`src/rtl/wb_retire_pkg.sv`:
```
// wb_retire_pkg: shared record layout and constants for the WB retirement tracer.
package wb_retire_pkg;
  localparam int XLEN = 32;
  typedef struct packed {
    logic [63:0]     order;
    logic [XLEN-1:0] pc;
    logic [31:0]     insn;
    logic            rd_we;
    logic [4:0]      rd;
    logic [XLEN-1:0] rd_val;
    logic            exc;
  } retire_rec_t;
  localparam int REC_W = $bits(retire_rec_t);
  localparam logic [31:0] NOP_INSN = 32'h13;
  localparam logic [XLEN-1:0] PC_INIT = 32'h200;
endpackage

```
`src/rtl/wb_retire_fifo.sv`:
```
// wb_retire_fifo: synchronous FIFO with async reset; wrap-bit pointers give full/empty.
module wb_retire_fifo #(
  parameter int W     = 8,
  parameter int DEPTH = 4
) (
  input  logic         clk,
  input  logic         rst_n,
  input  logic         push_i,
  input  logic         pop_i,
  input  logic [W-1:0] din_i,
  output logic [W-1:0] dout_o,
  output logic         full_o,
  output logic         empty_o
);
  localparam int AW = $clog2(DEPTH);
  logic [AW:0]  wptr_q, wptr_d, rptr_q, rptr_d;
  logic [W-1:0] mem_q [DEPTH];
  logic         push_ok, pop_ok;
  assign empty_o = wptr_q == rptr_q;
  assign full_o  = (wptr_q[AW] != rptr_q[AW]) && (wptr_q[AW-1:0] == rptr_q[AW-1:0]);
  assign pop_ok  = pop_i & ~empty_o;
  assign push_ok = push_i & (~full_o | pop_ok);
  assign dout_o  = mem_q[rptr_q[AW-1:0]];
  always_comb begin
    wptr_d = push_ok ? wptr_q + 1'b1 : wptr_q;
    rptr_d = pop_ok ? rptr_q + 1'b1 : rptr_q;
  end
  always_ff @(posedge clk or negedge rst_n) begin
    if (!rst_n) begin
      wptr_q <= '0;
      rptr_q <= '0;
    end else begin
      wptr_q <= wptr_d;
      rptr_q <= rptr_d;
    end
  end
  always_ff @(posedge clk) begin
    if (push_ok) mem_q[wptr_q[AW-1:0]] <= din_i;
  end
endmodule

```
`src/rtl/wb_retire_tracer.sv`:
```
// wb_retire_tracer: packs WB retirements into trace records streamed through a FIFO.
// Optional shadow register file enabled by `define WB_RETIRE_SHADOW_RF_EN.
module wb_retire_tracer
  import wb_retire_pkg::*;
#(
  parameter int DEPTH = 4,
  parameter int CNTW  = 16
) (
  input  logic             clk,
  input  logic             rst_n,
  input  logic             wb_valid_i,
  input  logic [XLEN-1:0]  wb_pc_i,
  input  logic [31:0]      wb_insn_i,
  input  logic             wb_we_i,
  input  logic [4:0]       wb_dst_i,
  input  logic [XLEN-1:0]  wb_r_i,
  input  logic             wb_exc_i,
  output logic             trace_valid_o,
  input  logic             trace_ready_i,
  output logic [REC_W-1:0] trace_rec_o,
  output logic [63:0]      order_o,
  output logic [CNTW-1:0]  drop_cnt_o,
  output logic             overflow_o,
  input  logic [4:0]       shadow_idx_i,
  output logic [XLEN-1:0]  shadow_q_o
);
  logic [63:0]      order_q, order_d;
  logic [CNTW-1:0]  drop_q, drop_d;
  logic             ovf_q, ovf_d;
  logic             full, empty, push, pop, drop, rd_we;
  retire_rec_t      rec;
  logic [REC_W-1:0] head;
  always_comb begin
    rd_we   = wb_we_i & (|wb_dst_i) & ~wb_exc_i;
    rec     = '{order: order_q, pc: wb_pc_i, insn: wb_insn_i, rd_we: rd_we,
                rd: rd_we ? wb_dst_i : 5'd0, rd_val: rd_we ? wb_r_i : '0, exc: wb_exc_i};
    pop     = ~empty & trace_ready_i;
    push    = wb_valid_i & (~full | pop);
    drop    = wb_valid_i & full & ~pop;
    order_d = wb_valid_i ? order_q + 64'd1 : order_q;
    drop_d  = (drop && !(&drop_q)) ? drop_q + 1'b1 : drop_q;
    ovf_d   = ovf_q | drop;
  end
  always_ff @(posedge clk or negedge rst_n) begin
    if (!rst_n) begin
      order_q <= '0;
      drop_q  <= '0;
      ovf_q   <= 1'b0;
    end else begin
      order_q <= order_d;
      drop_q  <= drop_d;
      ovf_q   <= ovf_d;
    end
  end
  wb_retire_fifo #(.W(REC_W), .DEPTH(DEPTH)) u_fifo (
    .clk(clk), .rst_n(rst_n), .push_i(push), .pop_i(pop),
    .din_i(rec), .dout_o(head), .full_o(full), .empty_o(empty)
  );
  // Mask the head so uninitialised storage never leaks onto the port while empty.
  assign trace_valid_o = ~empty;
  assign trace_rec_o   = empty ? '0 : head;
  assign order_o       = order_q;
  assign drop_cnt_o    = drop_q;
  assign overflow_o    = ovf_q;
`ifdef WB_RETIRE_SHADOW_RF_EN
  logic [XLEN-1:0] shadow_q [1:31];
  always_ff @(posedge clk or negedge rst_n) begin
    if (!rst_n) begin
      for (int i = 1; i < 32; i++) shadow_q[i] <= '0;
    end else if (wb_valid_i && rd_we) begin
      shadow_q[wb_dst_i] <= wb_r_i;
    end
  end
  assign shadow_q_o = (shadow_idx_i == 5'd0) ? '0 : shadow_q[shadow_idx_i];
`else
  logic unused_shadow_idx;
  assign unused_shadow_idx = ^shadow_idx_i;
  assign shadow_q_o = '0;
`endif
endmodule

```
`config.mk`:
```
export PLATFORM = sky130hd
export DESIGN_NAME = wb_retire_tracer
export DESIGN_NICKNAME = d
export VERILOG_FILES = /design/src/rtl/wb_retire_pkg.sv /design/src/rtl/wb_retire_fifo.sv /design/src/rtl/wb_retire_tracer.sv
export SDC_FILE = /design/constraint.sdc
export NUM_CORES = 1
export LEC_CHECK = 0
export CAP_MARGIN = 20
export CORE_ASPECT_RATIO = 2
export CORE_MARGIN = 2
export CORE_UTILIZATION = 41
export CTS_CLUSTER_DIAMETER = 200
export DETAILED_ROUTE_END_ITERATION = 10
export DONT_BUFFER_PORTS = 1
export HOLD_SLACK_MARGIN = 0.05
export SLEW_MARGIN = 20
export SYNTH_ARGS = -nofsm -noshare
export SYNTH_HDL_FRONTEND = slang
export SYNTH_SLANG_ARGS = --single-unit
```
`constraint.sdc`:
```
create_clock -name clk -period 11.4 [get_ports clk]
set_input_delay 0.57 -clock clk [delete_from_list [all_inputs] [get_ports clk]]
set_output_delay 0.57 -clock clk [all_outputs]
set_load 0.01 [all_outputs]
```
==> results by group <==
Yosys
  – Post-synth EDFFs: approximately 670
  – Post-synth top area cell: edfxtp_1
  – Share of the synthesized area in the top cell type: between 60% and 70%
  – Synth unique cells: 40
  – Mapped cell area: slightly above 30000 um^2
  – Warnings from Yosys: 0
  – Ys async rst share: a little under an eighth
  – Seq/Total Area, Yosys: approximately three quarters
  – Syn_area_per_cell: around 19 um^2
  – Top cells by area, synth: edfxtp_1 (66%), mux4_2 (12%), dfrtp_1 (7.2%)
  – Post-synthesis register bit count: about 760
  – Ys flop type: edfxtp_1
  – Syn Inst Count: about 1600

Power and ir drop
  – Leak: around 11 nW
  – Sequential share of power: approximately 45%
  – Combinational Power Share: about 29%
  – Pwr Density: around 250 nW/um^2
  – VDD IR-drop max: 173.4 uV
  – Clock Power Share: a little over a quarter
  – Fraction of power spent switching nets: 31.97%
  – Internal Power: 5.819 mW
  – NetSw: approximately 2.7 mW

Route
  – Post-DR wirelength/cell: 24.67 um
  – Routed WL: 63.89 mm
  – Via Count: roughly 14000
  – Antenna-violating nets left: 0
  – Iteration-0 DRC count of the detailed router: ~770
  – Pre-antenna DRT Iters: 5
  – Vias per cell: between 5 and 6
  – Residual DRC: 0

Hold path
  – Worst min path class: primary input to register
  – Hold EP: order_o[2]$_DFFE_PN0P_
  – Hold Crit Start: wb_valid_i
  – Hold Crit Depth: 2

Final layout
  – Final nets: between 1500 and 2000
  – Filler instances: between 6000 and 7000
  – Commonest non-fill, non-tap cell in the layout: edfxtp_1
  – Share of layout cells above drive strength 1: a little under a fifth
  – Multi-input gate area: between 7000 and 8000 um^2
  – Post-route cell area: 33680 um^2
  – Sequential cell area: roughly 22000 um^2
  – Most frequent cells in the layout: edfxtp_1 (668), and2_1 (203), mux4_2 (167)
  – Area grow syn2layout: 11.30%
  – Finished Layout Cells: approximately 2600

Floorplan
  – Chip Width: between 150 and 200 um
  – Die area: 76130 um^2
  – Ports: between 300 and 400
  – Die height: between 300 and 400 um
  – Initial Util: 41.53%
  – Row Count: 140
  – Core ar.: 72870 um^2

Worst setup path
  – R2R cell count: 7
  – Setup CP Type: register to register
  – Crit start category: register
  – R2r setup slk: 6720 ps
  – RR Startpoint: u_fifo.rptr_q[0]$_DFFE_PN0P_
  – WP data required: 11650 ps
  – Crit path DAT: just under 5000 ps
  – RR Endpoint: u_fifo.mem_q[3][14]$_DFFE_PP_
  – CP Capture Type: register
  – Critical path fanouts, max: 67

Clock network
  – Clk slew on worst S/H paths: around 70 ps
  – Total CTS buffers: between 60 and 70
  – Skew-Pair Late Insertion Delay: ~630 ps
  – CTS Buffer Depth: 3
  – CTS root buffer: clkbuf_16
  – Clock Sinks: roughly 760
  – Number of H-tree levels: 3
  – CTS tree: done

STA
  – Worst slew margin: between 20 and 30%
  – Worst Tran Pin Value: 1115 ps
  – Fmax achieved: between 200 and 250 MHz
  – Final setup fails: 0
  – Final Hold Viols: 0
  – Setup TNS: 0 ps
  – Layout Skew: 19.94 ps
  – RSZ-0062 raised after global routing: false
  – Post-route minimum period: ~4700 ps
  – Tcrit/Tclk final: roughly two fifths
  – Final Slew Violations: 0
  – Final setup margin: roughly 6700 ps

Place
  – Final HPWL DP: 39.16 mm
  – Cells after DPL: 2392
  – Area after DPL: just over 30000 um^2
  – GP Congestion: ~0.75
  – Pre-CTS WS: approximately 6500 ps
  – PortBufs: 0

GRT
  – Gr ovfl total: 0
  – Initial antenna violation count: 9
  – First-pass GRT wire length: approximately 96 mm
  – Vias in the first global route: roughly 15000
  – Gr usage total: 17.04%
  – Largest net degree at the start of global routing: just over 100

Outcome
  – Outcome: finished, final reports clean

Job
  – Max-cap violations: 0
## cell type report
type,count,area share (%)
Tap cell,923,3.428
Inverter,14,0.1560
Sequential cell,755,66.04
Multi-Input combinational cell,681,21.21
Antenna cell,5,0.03714
Timing Repair Buffer,87,2.556
Clock inverter,42,1.114
Clock buffer,83,5.468
## worst max-delay path, cell delays in order (launching register included)
cell      delay, ps
dfrtp_4         940
xor2_1          300
nor4_2          120
nand2b_1        390
nor2_4          160
buf_4           700
buf_4           910
buf_4           670
## synthesized netlist by cell type, types with 2 or more instances
cell,number
nand4_2,2
inv_1,14
nand4_1,26
xor2_1,39
and2_1,203
nand2_1,37
buf_2,18
nor2_1,22
edfxtp_1,668
and3b_1,2
nor3_1,18
dfrtp_1,87
nor4_1,13
buf_4,96
and3_2,3
nand2b_1,2
or3_1,4
xnor2_1,45
clkbuf_1,44
and3_1,6
and4_1,6
ha_1,7
nand3_1,25
nor4_4,4
mux2_2,4
a21oi_1,2
mux4_2,167
nor4_2,3
## worst max path at each step
stage	startpoint	end	cells past startpoint
2_1_floorplan	u_fifo.rptr_q[1]$_DFFE_PN0P_	u_fifo.mem_q[3][0]$_DFFE_PP_	6
3_3_place_gp	u_fifo.rptr_q[0]$_DFFE_PN0P_	u_fifo.mem_q[3][94]$_DFFE_PP_	7
3_5_place_dp	u_fifo.rptr_q[0]$_DFFE_PN0P_	u_fifo.mem_q[3][94]$_DFFE_PP_	7
4_1_cts	u_fifo.rptr_q[0]$_DFFE_PN0P_	u_fifo.mem_q[3][25]$_DFFE_PP_	7
5_1_grt	u_fifo.rptr_q[0]$_DFFE_PN0P_	u_fifo.mem_q[3][25]$_DFFE_PP_	7
6_report	u_fifo.rptr_q[0]$_DFFE_PN0P_	u_fifo.mem_q[3][14]$_DFFE_PP_	7
## registers in the layout, summed over array words and instances (netlist names)
name           count
drop_cnt_o        16
order_o           64
overflow_o         1
u_fifo.mem_q     668
u_fifo.rptr_q      3
u_fifo.wptr_q      3
## repair_timing
item	4_1_cts	5_1_grt
endpoints found under the hold margin	349	0
endpoints found under the setup margin	0	0
hold buffers	68	0
setup buffers	0	0
gates resized for setup	0	0
## cells by family after synthesis
kind of cell,count (synthesis),share of synthesized area (%)
AOI/OAI and AO/OA,3,0.05789
xor gates and xnor gates,84,2.431
adders and majority gates,7,0.2894
buffers and inverters,174,3.448
DFF,755,73.47
muxes,171,12.58
other,1,0.01239
and+or+nand+nor,384,7.711
## power groups by stage
stage	clock, mW	combinational (mW)	sequential [mW]
finish	2.29	2.45	3.81
global route	2.46	2.66	3.86
CTS	2.37	2.55	3.82
detailed placement	0	2.51	3.88
global placement	0	2.49	3.84
floorplan	0	1.96	3.87
## per-layer routing
| metal | up-vias | part of all wire (%) | global-route usage [%] |
|---|---|---|---|
| met4 | 6 | 4.1 | 8.926 |
| li1 | 6055 | - | - |
| met5 | - | 0.055 | 0 |
| met3 | 115 | 7.2 | 4.850 |
| met1 | 7293 | 37 | 19.05 |
| met2 | 488 | 52 | 29.45 |
## per-stage QoR
stage	hold WS, ps	total power, mW	utilization [%]
floorplan	274.4	5.830	-
global placement	279.0	6.332	42.20
detailed placement	278.6	6.388	42.20
CTS	58.58	8.740	46.20
global route	86.50	8.977	46.22
finish	118.7	8.554	46.23
Note: power is estimated with default switching activity, not from simulation.
